**src/rtl/div_unit_if.sv**
```systemverilog
// Handshake and result bundle between the execute stage and the divider.
interface div_unit_if #(
  parameter int unsigned WIDTH = 32
);

  logic               start;
  logic               signed_div;
  logic [WIDTH-1:0]   dividend;
  logic [WIDTH-1:0]   divisor;
  logic               cancel;
  logic               busy;
  logic               stall_req;
  logic               done;
  logic               div_by_zero;
  logic [2*WIDTH-1:0] hilo_o;

  // Execute stage side: issues requests, consumes results.
  modport master (
    output start, signed_div, dividend, divisor, cancel,
    input  busy, stall_req, done, div_by_zero, hilo_o
  );

  // Divider side.
  modport slave (
    input  start, signed_div, dividend, divisor, cancel,
    output busy, stall_req, done, div_by_zero, hilo_o
  );

endinterface

```
**src/rtl/div_unit.sv**
```systemverilog
// Iterative radix-2 restoring divider for DIV/DIVU; result is {remainder, quotient}.
module div_unit #(
  parameter int unsigned WIDTH = 32
) (
  input  logic       clk,
  input  logic       rst_n,
  div_unit_if.slave  bus
);

  localparam int unsigned CNT_W = $clog2(WIDTH + 1);

  typedef enum logic [1:0] {
    S_IDLE = 2'd0,
    S_BUSY = 2'd1,
    S_DONE = 2'd2
  } state_t;

  state_t             r_state;
  logic [CNT_W-1:0]   r_cnt;
  logic [WIDTH-1:0]   r_rem;
  logic [WIDTH-1:0]   r_quo;
  logic [WIDTH-1:0]   r_dvsr;
  logic               r_neg_q;
  logic               r_neg_r;
  logic               r_busy;
  logic               r_done;
  logic               r_dbz;
  logic [2*WIDTH-1:0] r_hilo;

  logic               w_dvd_neg;
  logic               w_dvs_neg;
  logic [WIDTH-1:0]   w_dvd_mag;
  logic [WIDTH-1:0]   w_dvs_mag;
  logic [WIDTH:0]     w_shift;
  logic [WIDTH:0]     w_diff;
  logic [WIDTH-1:0]   w_quo_fix;
  logic [WIDTH-1:0]   w_rem_fix;

  // Operand magnitudes; the most negative value maps onto itself, which is the correct unsigned magnitude.
  assign w_dvd_neg = bus.signed_div & bus.dividend[WIDTH-1];
  assign w_dvs_neg = bus.signed_div & bus.divisor[WIDTH-1];
  assign w_dvd_mag = w_dvd_neg ? (~bus.dividend + WIDTH'(1)) : bus.dividend;
  assign w_dvs_mag = w_dvs_neg ? (~bus.divisor + WIDTH'(1)) : bus.divisor;

  // One restoring step: shift next dividend bit into the partial remainder and trial-subtract.
  assign w_shift = {r_rem, r_quo[WIDTH-1]};
  assign w_diff  = w_shift - {1'b0, r_dvsr};

  // Sign fix-up applied when the result is committed.
  assign w_quo_fix = r_neg_q ? (~r_quo + WIDTH'(1)) : r_quo;
  assign w_rem_fix = r_neg_r ? (~r_rem + WIDTH'(1)) : r_rem;

  // Control FSM, iteration datapath and registered outputs.
  always_ff @(posedge clk or negedge rst_n) begin
    if (!rst_n) begin
      r_state <= S_IDLE;
      r_cnt   <= '0;
      r_rem   <= '0;
      r_quo   <= '0;
      r_dvsr  <= '0;
      r_neg_q <= 1'b0;
      r_neg_r <= 1'b0;
      r_busy  <= 1'b0;
      r_done  <= 1'b0;
      r_dbz   <= 1'b0;
      r_hilo  <= '0;
    end else begin
      r_done <= 1'b0;
      r_dbz  <= 1'b0;
      if (bus.cancel) begin
        r_state <= S_IDLE;
        r_busy  <= 1'b0;
        r_cnt   <= '0;
      end else begin
        case (r_state)
          S_IDLE: begin
            if (bus.start) begin
              r_cnt <= '0;
              if (bus.divisor == '0) begin
                r_state <= S_DONE;
                r_done  <= 1'b1;
                r_dbz   <= 1'b1;
                r_hilo  <= {bus.dividend, {WIDTH{1'b1}}};
              end else begin
                r_state <= S_BUSY;
                r_busy  <= 1'b1;
                r_rem   <= '0;
                r_quo   <= w_dvd_mag;
                r_dvsr  <= w_dvs_mag;
                r_neg_q <= w_dvd_neg ^ w_dvs_neg;
                r_neg_r <= w_dvd_neg;
              end
            end
          end
          S_BUSY: begin
            if (r_cnt == CNT_W'(WIDTH)) begin
              r_state <= S_DONE;
              r_busy  <= 1'b0;
              r_done  <= 1'b1;
              r_cnt   <= '0;
              r_hilo  <= {w_rem_fix, w_quo_fix};
            end else begin
              r_cnt <= r_cnt + CNT_W'(1);
              if (!w_diff[WIDTH]) begin
                r_rem <= w_diff[WIDTH-1:0];
                r_quo <= {r_quo[WIDTH-2:0], 1'b1};
              end else begin
                r_rem <= w_shift[WIDTH-1:0];
                r_quo <= {r_quo[WIDTH-2:0], 1'b0};
              end
            end
          end
          S_DONE: begin
            r_state <= S_IDLE;
          end
          default: begin
            r_state <= S_IDLE;
            r_busy  <= 1'b0;
          end
        endcase
      end
    end
  end

  // Stall is combinational so the accepting instruction holds in the same cycle; released in DONE.
  assign bus.stall_req   = ((r_state == S_IDLE) & bus.start & ~bus.cancel) | (r_state == S_BUSY);
  assign bus.busy        = r_busy;
  assign bus.done        = r_done;
  assign bus.div_by_zero = r_dbz;
  assign bus.hilo_o      = r_hilo;

endmodule
```
**src/flat_wrapper.sv**
```systemverilog
// flat-port wrapper written by rule: the top's interface ports become plain ports
module div_unit_flat 
#(
  parameter int unsigned WIDTH = 32
)
  (clk, rst_n, bus_start, bus_signed_div, bus_dividend, bus_divisor, bus_cancel, bus_busy, bus_stall_req, bus_done, bus_div_by_zero, bus_hilo_o);
  div_unit_if #(.WIDTH(WIDTH)) bus_i ();
  input  logic clk;
  input  logic rst_n;
  input wire logic [$bits(bus_i.start)-1:0] bus_start;
  input wire logic [$bits(bus_i.signed_div)-1:0] bus_signed_div;
  input wire logic [$bits(bus_i.dividend)-1:0] bus_dividend;
  input wire logic [$bits(bus_i.divisor)-1:0] bus_divisor;
  input wire logic [$bits(bus_i.cancel)-1:0] bus_cancel;
  output wire logic [$bits(bus_i.busy)-1:0] bus_busy;
  output wire logic [$bits(bus_i.stall_req)-1:0] bus_stall_req;
  output wire logic [$bits(bus_i.done)-1:0] bus_done;
  output wire logic [$bits(bus_i.div_by_zero)-1:0] bus_div_by_zero;
  output wire logic [$bits(bus_i.hilo_o)-1:0] bus_hilo_o;
  assign bus_i.start = bus_start;
  assign bus_i.signed_div = bus_signed_div;
  assign bus_i.dividend = bus_dividend;
  assign bus_i.divisor = bus_divisor;
  assign bus_i.cancel = bus_cancel;
  assign bus_busy = bus_i.busy;
  assign bus_stall_req = bus_i.stall_req;
  assign bus_done = bus_i.done;
  assign bus_div_by_zero = bus_i.div_by_zero;
  assign bus_hilo_o = bus_i.hilo_o;
  div_unit #(.WIDTH(WIDTH)) u_core (.clk(clk), .rst_n(rst_n), .bus(bus_i));
endmodule
```
**config.mk**
```make
export PLATFORM = sky130hd
export DESIGN_NAME = div_unit_flat
export DESIGN_NICKNAME = d
export VERILOG_FILES = /design/src/rtl/div_unit_if.sv /design/src/rtl/div_unit.sv /design/src/flat_wrapper.sv
export SDC_FILE = /design/constraint.sdc
export NUM_CORES = 1
export LEC_CHECK = 0
export ABC_CLOCK_PERIOD_IN_PS = 5000
export CORE_MARGIN = 3
export CORE_UTILIZATION = 60
export DETAILED_ROUTE_END_ITERATION = 7
export PLACE_DENSITY_LB_ADDON = 0.08
export SLEW_MARGIN = 10
export SYNTH_ARGS = -nofsm -noshare
export SYNTH_HDL_FRONTEND = slang
export SYNTH_SLANG_ARGS = --single-unit
```
**constraint.sdc**
```tcl
create_clock -name clk -period 5 [get_ports clk]
set_clock_uncertainty 0.05 [all_clocks]
set_input_delay 0.75 -clock clk [delete_from_list [all_inputs] [get_ports clk]]
set_output_delay 0.75 -clock clk [all_outputs]
set_load 0.005 [all_outputs]
```
Yosys cells after proc, flatten, opt, wreduce, memory -nomap -nowiden
Cells that the tools add are included.
{ "word_totals": {"ff_bits": 173, "inputBits": 69, "out_inout_bits": 68, "word_cells": 90} }
{ "classes": {"addsub": 6, "eq_ne": 12, "n_mux": 39, "bitwise_logic": 12, "n_reduce_logical": 10} }
{ "op_table": {"columns": ["cell", "n"], "rows": [
  ["two-way mux 32 bit", 11],
  ["two-way mux 64 bit", 3],
  ["adder 32 x 1 -> 32 bit (second input constant)", 4],
  ["inverter 32 bit", 4],
  ["case mux 32 bit (2 select lines)", 2],
  ["case mux 64 bit (2 select lines)", 1],
  ["subtractor 33 x 32 -> 33 bit", 1],
  ["logical NOT 32 bit", 1],
  ["two-way mux 6 bit", 3],
  ["case mux 6 bit (2 select lines)", 1],
  ["two-way mux 1 bit", 11],
  ["AND reduction 5 bit", 2],
  ["two-way mux 2 bit", 4],
  ["!= test 2 bit (second input constant)", 4],
  ["AND reduction 4 bit", 2],
  ["adder 6 x 1 -> 6 bit (second input constant)", 1],
  ["equality test 6 bit (second input constant)", 1],
  ["!= test 3 bit (second input constant)", 2],
  ["AND 1 bit", 4],
  ["!= test 2 x 1 -> 1 bit (second input constant)", 2],
  ["case mux 2 bit (2 select lines)", 1],
  ["AND reduction 2 bit", 2],
  ["!= test 3 x 2 -> 1 bit (second input constant)", 1],
  ["case mux 1 bit (3 select lines)", 1],
  ["other kinds (9)", 10]
]} }

Logic depth before layout (Yosys ltp)
Gate-level depths: netlist (run 1).
{ "depth": {"word_depth": 6, "mapped_depth": 13, "depth_no_buf": 11} }

Worst setup path before layout (run 1)
OpenSTA, ideal clock, no wires.
{ "synth_timing": {"kind": "input to register", "start": "input bus_divisor[22]", "end": "register u_core.r_hilo[59], in the netlist u_core.bus.hilo_o[59]", "setup_time_ns": 0.133, "arrival_time_ns": 3.273, "t_required_ns": 4.817, "path_slack_ns": 1.544, "stages": 9, "path_buffers": 1, "cell_sequence": "or4_4 -> or3_4 -> or4b_4 -> or4_4 -> nor2_4 -> nor2_1 -> buf_2 -> a32oi_1 -> o21ai_0"} }
{ "synth_between": {"elab_chain_cells": 3} }
{ "synth_rtl": {"columns": ["item", "line_no", "source"], "rows": [
  ["start, declared", "flat_wrapper.sv:13", "input wire logic [$bits(bus_i.divisor)-1:0] bus_divisor;"],
  ["logical NOT 32 bit", "div_unit.sv:79", "if (bus.divisor == '0) begin"],
  ["!= test 2 x 1 -> 1 bit (no line)", null, null],
  ["AND reduction 5 bit (no line)", null, null],
  ["end signal, assigned", "div_unit.sv:83", "r_hilo <= {bus.dividend, {WIDTH{1'b1}}};"],
  ["end signal, assigned", "div_unit.sv:101", "r_hilo <= {w_rem_fix, w_quo_fix};"],
  ["end, declared", "div_unit.sv:28", "logic [2*WIDTH-1:0] r_hilo;"]
]} }
No other way between the ends.
A chain may end at the register's enable or synchronous reset.

Worst setup path after layout (run 1)
{ "layout_timing": {"start": "input bus_divisor[22]", "end": "register u_core.r_hilo[52], in the netlist u_core.bus.hilo_o[52]"} }
Same word-level chain as after synthesis.

==> results of run 1 <==
[worst paths after layout]
kind | startpoint | endpoint | slack [ps] | depth (start not counted)
min in group clk | u_core.r_dvsr[27] | u_core.r_dvsr[27] | 430 | 2
worst max register to register | u_core.r_quo[31] | u_core.r_rem[4] | 1230 | 12
worst min-delay path | rst_n | u_core.bus.hilo_o[15] | 320 | 1
max in group asynchronous | rst_n | u_core.r_neg_r | 3450 | 2
worst max-delay path | bus_divisor[22] | u_core.bus.hilo_o[52] | 940 | 10
worst min register to register | u_core.r_dvsr[27] | u_core.r_dvsr[27] | 430 | 2
[placed cells by master (no fill, tap or decap), drive strengths merged, types with 9 or more instances in the layout]
| cell | instances |
|---|---|
| nand4 | 18 |
| a31oi | 9 |
| buf | 17 |
| nand2 | 151 |
| xnor2 | 60 |
| o211ai | 21 |
| nor3 | 43 |
| and3 | 11 |
| o31ai | 23 |
| or3 | 22 |
| nand2b | 9 |
| a21oi | 174 |
| nor4 | 16 |
| dfrtp | 173 |
| o21ai | 161 |
| ha | 38 |
| xor2 | 77 |
| clkbuf | 18 |
| nor2 | 142 |
| a21o | 18 |
| or4 | 16 |
| inv | 58 |
| o221ai | 9 |
| clkdlybuf4s50 | 135 |
| nand3 | 36 |
| o41ai | 19 |
[registers in the layout, indices dropped and copies added, names as in the netlist]
signal,count
u_core.bus.busy,1
u_core.bus.div_by_zero,1
u_core.bus.done,1
u_core.bus.hilo_o,64
u_core.r_cnt,6
u_core.r_dvsr,32
u_core.r_neg_q,1
u_core.r_neg_r,1
u_core.r_quo,32
u_core.r_rem,32
u_core.r_state,2
[metal layers]
metal  up-vias  track usage, %  wire [um]  part of all wire (%)
li1       5446               -          -                     -
met1      5473           43.77      14580                    41
met2       522           53.60      16950                    48
met3        96           5.090       2489                   7.0
met4         0           14.77       1636                   4.6
met5         -               0          0                     0
[per-stage QoR]
stage               util, %  hold slack, ps  setup slack, ps  total power, mW
floorplan                 -           399.8             1544            3.637
global placement      69.84           413.6            635.9            4.301
detailed placement    69.84           421.0            570.8            4.362
CTS                   72.90           386.8             1015            5.713
global route          72.90           401.2            851.8            6.128
finish                72.90           324.7            945.0            5.763
[final cells by class]
| class | instances | area [um^2] |
|---|---|---|
| inverter | 52 | 195.2 |
| timing repair buffer | 152 | 1508 |
| tap | 260 | 325.3 |
| clock buffer | 18 | 429.2 |
| sequential | 173 | 4329 |
| multi-input combinational | 1157 | 6969 |
| fill | 1488 | 5170 |
| clock inverter | 13 | 155.1 |
[power breakdown]
part | leakage [nW] | total, mW | switching, mW | internal [mW]
Sequential | 2.27 | 1.96 | 0.348 | 1.61
Combinational | 3.45 | 2.45 | 1.50 | 0.948
Clock | 0.287 | 1.36 | 0.609 | 0.748
[logic make-up (layout without fill, tap and decap cells)]
kind of cell | count (synthesis) | count (layout) | synth area share, %
multiplexers | 4 | 4 | 0.3377
XOR/XNOR | 137 | 137 | 10.12
adder cells (fa/ha/maj) | 39 | 39 | 4.179
AND/OR/NAND/NOR | 490 | 490 | 19.41
buffers and inverters | 143 | 235 | 4.844
flip-flops | 173 | 173 | 36.52
AO/OA/AOI/OAI | 487 | 487 | 24.59
[critical path: stages]
cell and delay (ps):
clkdlybuf4s50_1 460, or4_4 560, or3_4 370, or4b_4 520
nor4_1 490, and2_1 250, buf_4 340, or2_2 310
o21ai_0 120, o21ai_0 190
==> run metrics, run 1 <==
Post-Syn Instances 1473; Yosys reg bits 173; DRT antenna net count 0; share of the synthesized area in the top cell type 36.52%; Layout Nets 1661; I/O pin cnt 137; worst hold path class input port to asynchronous set/reset pin; Worst-Margin Slew 1233 ps; total track usage 32.96%; Synth top cells by count a21oi_1, dfrtp_1, o21ai_0; TritonCTS Buffers 17; RSZ-0062 raised after global routing false; total power divided by cell area 414.3 nW/um^2; clock sink count 173; WP data required 5300 ps; Pre-Repair DR Iteration Count 6; final setup vio count 0; fraction of layout cells with a size suffix above 1 4.345%; run status finished clean; Clock Tree Buf Depth 2; crit path launch type input port; Hold Buf Count CTS 0; Yosys cell types 67; YS warnings 0; root buf cell clkbuf_16; Post-synth EDFFs 0; chip width 146.6 um; Slew HR 17.81%; Arrival @ worst endpoint 4360 ps; Lkg Pwr 6.012 nW; Synth area leader dfrtp_1; Area Overhead vs Synth 17.34%; VDD IR max 0.2929 mV; IO buf count 136; Avg Cell Area, Syn 8.048 um^2; die height 146.6 um; Inst Count DP 1794; global-route wire length before repair 57.18 mm; Post-DP HPWL 26.57 mm; Slew Limit Fails 0; via count 11537; top cells by area, synth dfrtp_1, a21oi_1, o21ai_0; Setup TNS 0 ps; total of max-cap violations 0; Final Instance Area 13910 um^2; CTS tree yes; Finished Layout Cells 1825; syn_nets 1581; std cell rows 50; post-synthesis sequential area ratio 36.52%; Final Hold Viols 0; routed vias/inst 6.322; initial antenna violation count 0; Die ar. 21480 um^2; Final Cycle Share 81.10%; post-cts resize count 0; Placer Congestion 0.9899; H-tree depth 4; area of the mapped netlist 11860 um^2; Remaining DRCs 0; Post-CTS Setup Inserts 0; worst-skew pair later-pin latency 440 ps; WL/cell 19.54 um; clock transition at the registers of the reported paths 70 ps; CP Max Fanout 28; total congestion overflow 0; largest net degree at the start of global routing 94; drt initial violations 1311; vias in the first global route 10661; WL final 35.66 mm; min Tclk post-route 4055 ps; dpl cell area 13330 um^2; asr flop ratio synth 100.0%; Max Clock Freq 246.6 MHz; Starting Density 62.13%; Core ar. 19080 um^2; crit end category flip-flop; Antenna diodes 0; Primary FF master, synth dfrtp_1; crit path kind input port to flip-flop
No activity file was read; power rests on OpenSTA's default activity.
==> run 2: changes to the inputs <==
Settings changed: ABC_CLOCK_PERIOD_IN_PS 5000 to 3610, CORE_UTILIZATION 60 to 52.
Clock period 5 ns to 3.61 ns, I/O delays scaled along.
==> run 2 against run 1 <==
Net effect:
- first-iteration DRC count fell by 19%
- utilization fell by 7.8 points
- cell area rose by 3.4%
- cell count rose by 3.7%
- critical path type unchanged
- highest routed layer unchanged
==> run metrics, run 2 (synthesis gave the netlist of run 1 again) <==
RSZ-0062 raised after global routing false; WL final 36.54 mm (+2.5%); DRT antenna net count 0 (unchanged); Arrival @ worst endpoint 3660 ps (-700 ps); Core ar. 22090 um^2 (+16%); Pre-Repair DR Iteration Count 6 (unchanged); Antenna diodes 0 (unchanged); drt initial violations 1061 (-19%); Finished Layout Cells 1892 (+3.7%); Post-DP HPWL 27.73 mm (+4.4%); critical path's top delay family simple AND/OR/NAND/NOR gates; fraction of layout cells with a size suffix above 1 7.196% (+2.9 points); Clock Tree Buf Depth 2 (unchanged); Slew Limit Fails 0 (unchanged); CP Max Fanout 20 (-29%); P_sw 3.536 mW (+44%); IO buf count 136 (unchanged); clock sink count 173 (unchanged); Remaining DRCs 0 (unchanged); Max stage delay on crit path 550 ps (about the same); Reg2Reg Setup Slack 220 ps (-1010 ps); via count 11545 (+0.069%); critical-path cell list clkdlybuf4s50_1 > or4_4 > or3_4 > or4b_4 > or4_4 > a21oi_4 > buf_4 > nand2_1 > o311ai_0; Lkg Pwr 6.267 nW (+4.2%); R2R depth 8 (-4); Slowest-stage cell, CP or4_4; dpl cell area 13760 um^2 (+3.2%); Layout Nets 1707 (+2.8%); crit end category flip-flop; Worst R2R Start u_core.r_quo[5]; total congestion overflow 0 (unchanged); worst hold path class input port to asynchronous set/reset pin; total power divided by cell area 566.9 nW/um^2 (+37%); max FFs per register 64 (unchanged); Final Cycle Share 94.34%; Starting Density 53.66% (-8.5 points); Top cell by count, worst path or4_4; Die ar. 24650 um^2 (+15%); fill count 1941 (+30%); Post-CTS Setup Inserts 0 (unchanged); vias in the first global route 10883 (+2.1%); largest net degree at the start of global routing 83 (-12%); worst-skew pair later-pin latency 440 ps (about the same); design internal power 4.621 mW (+40%); global-route wire length before repair 58.31 mm (+2.0%); area of the multi-input gates 6978 um^2 (+0.13%); die height 157.0 um (+7.1%); crit path launch type input port; I/O pin cnt 137 (unchanged); total track usage 29.84% (-3.1 points); clock power share 23.7% (about the same); Final Hold Viols 0 (unchanged); Max Clock Freq 293.6 MHz; root buf cell clkbuf_16; WL/cell 19.31 um (-1.1%); commonest cells after routing, fill and taps aside a21oi_1, dfrtp_1, o21ai_0, nand2_1, nor2_1; Final Instance Area 14390 um^2 (+3.4%); switch share 43.35% (+0.66 points); run status finished clean; WP data required 3860 ps (-1440 ps); clock transition at the registers of the reported paths 80 ps (about the same); final setup vio count 0 (unchanged); Area Overhead vs Synth 21.36%; Placer Congestion 0.9323 (-5.8%); register area 4329 um^2 (unchanged); std cell rows 54 (+8.0%); VDD IR max 0.3665 mV (+25%); TritonCTS Buffers 17 (unchanged); Slew HR 38.93% (+21 points); Worst-Margin Slew 912.6 ps (-320.2 ps); crit path kind input port to flip-flop; worst path buffer plus inverter count 2 (unchanged); chip width 157.0 um (+7.1%); register share of total power 32.4% (-1.5 points); CTS tree yes; H-tree depth 4 (unchanged); combinational share of power 43.8% (+1.3 points); initial antenna violation count 0 (unchanged); Worst R2R End u_core.bus.hilo_o[31]; Inst Count DP 1860 (+3.7%); min Tclk post-route 3406 ps; routed vias/inst 6.102 (-3.5%); total of max-cap violations 0 (unchanged)
-- run 2: cell count changes in the layout (fill, tap and decap cells not counted), moves of 2 or more --
cell      change
clkinv_2      -2
clkinv_8      +3
buf_12        +5
inv_8         +2
buf_4        +41
-- run 2: layout make-up --
cell class | count | area share [%]
Timing Repair Buffer | 198 | 13.31
Inverter | 52 | 1.357
Tap cell | 280 | 2.435
Multi-Input combinational cell | 1157 | 48.50
Clock inverter | 15 | 1.348
Clock buffer | 17 | 2.957
Sequential cell | 173 | 30.09
-- run 2: power groups by stage --
stage	Sequential [mW]	Clock [mW]	Combinational [mW]
global placement	2.65	0	3.47
detailed placement	2.66	0	3.52
floorplan	2.52	0	2.51
CTS	2.62	1.96	3.54
global route	2.69	2.02	3.97
finish	2.65	1.94	3.57
-- run 2: how the worst max path moves through the flow --
stage               startpoint  cells after the start  slack (ps)                    end
2_1_floorplan  bus_divisor[22]                      9         360  u_core.bus.hilo_o[59]
3_3_place_gp   bus_divisor[22]                     11        -180  u_core.bus.hilo_o[47]
3_5_place_dp   bus_divisor[22]                     11        -220  u_core.bus.hilo_o[21]
4_1_cts        u_core.r_quo[5]                      8         170  u_core.bus.hilo_o[31]
5_1_grt        u_core.r_quo[5]                      8          30  u_core.bus.hilo_o[31]
6_report       bus_divisor[22]                      9         200       u_core.r_rem[11]
-- run 2: what timing repair did --
action                     CTS  global route
hold buffers                 0             0
setup endpoints to repair    0             2
resized for setup            0             1
hold endpoints to repair     0             0
-- run 2: worst reg2reg max path, cell delays in order, from the launching register on --
cell     delay [ps]
dfrtp_1         450
or4_1           610
or4b_2          730
nor4_4          280
nand3_1         300
o21ai_0         360
o21ai_0         170
xnor2_1         210
a21oi_1          90
-- run 2: metal layers --
layer,GRT usage [%],vias to the layer above,wire length [um],share of wire [%]
met2,50.67,399,17910,49
met1,39.00,5520,15290,42
met4,10.75,0,1226,3.4
met3,4.207,78,2116,5.8
li1,-,5548,-,-
met5,0,-,0,0
-- run 2: stage by stage --
stage          worst slack (ps)  hold slack [ps]  utilization [%]  setup TNS (ps)  power, mW
2_1_floorplan             362.3            195.9                -               0      5.037
3_3_place_gp             -178.1            412.2            62.28          -10530      6.121
3_5_place_dp             -223.5            419.6            62.28          -15550      6.178
4_1_cts                   167.3            104.3            65.08               0      8.118
5_1_grt                   31.36            132.9            65.12               0      8.684
6_report                  204.5            79.79            65.12               0      8.157
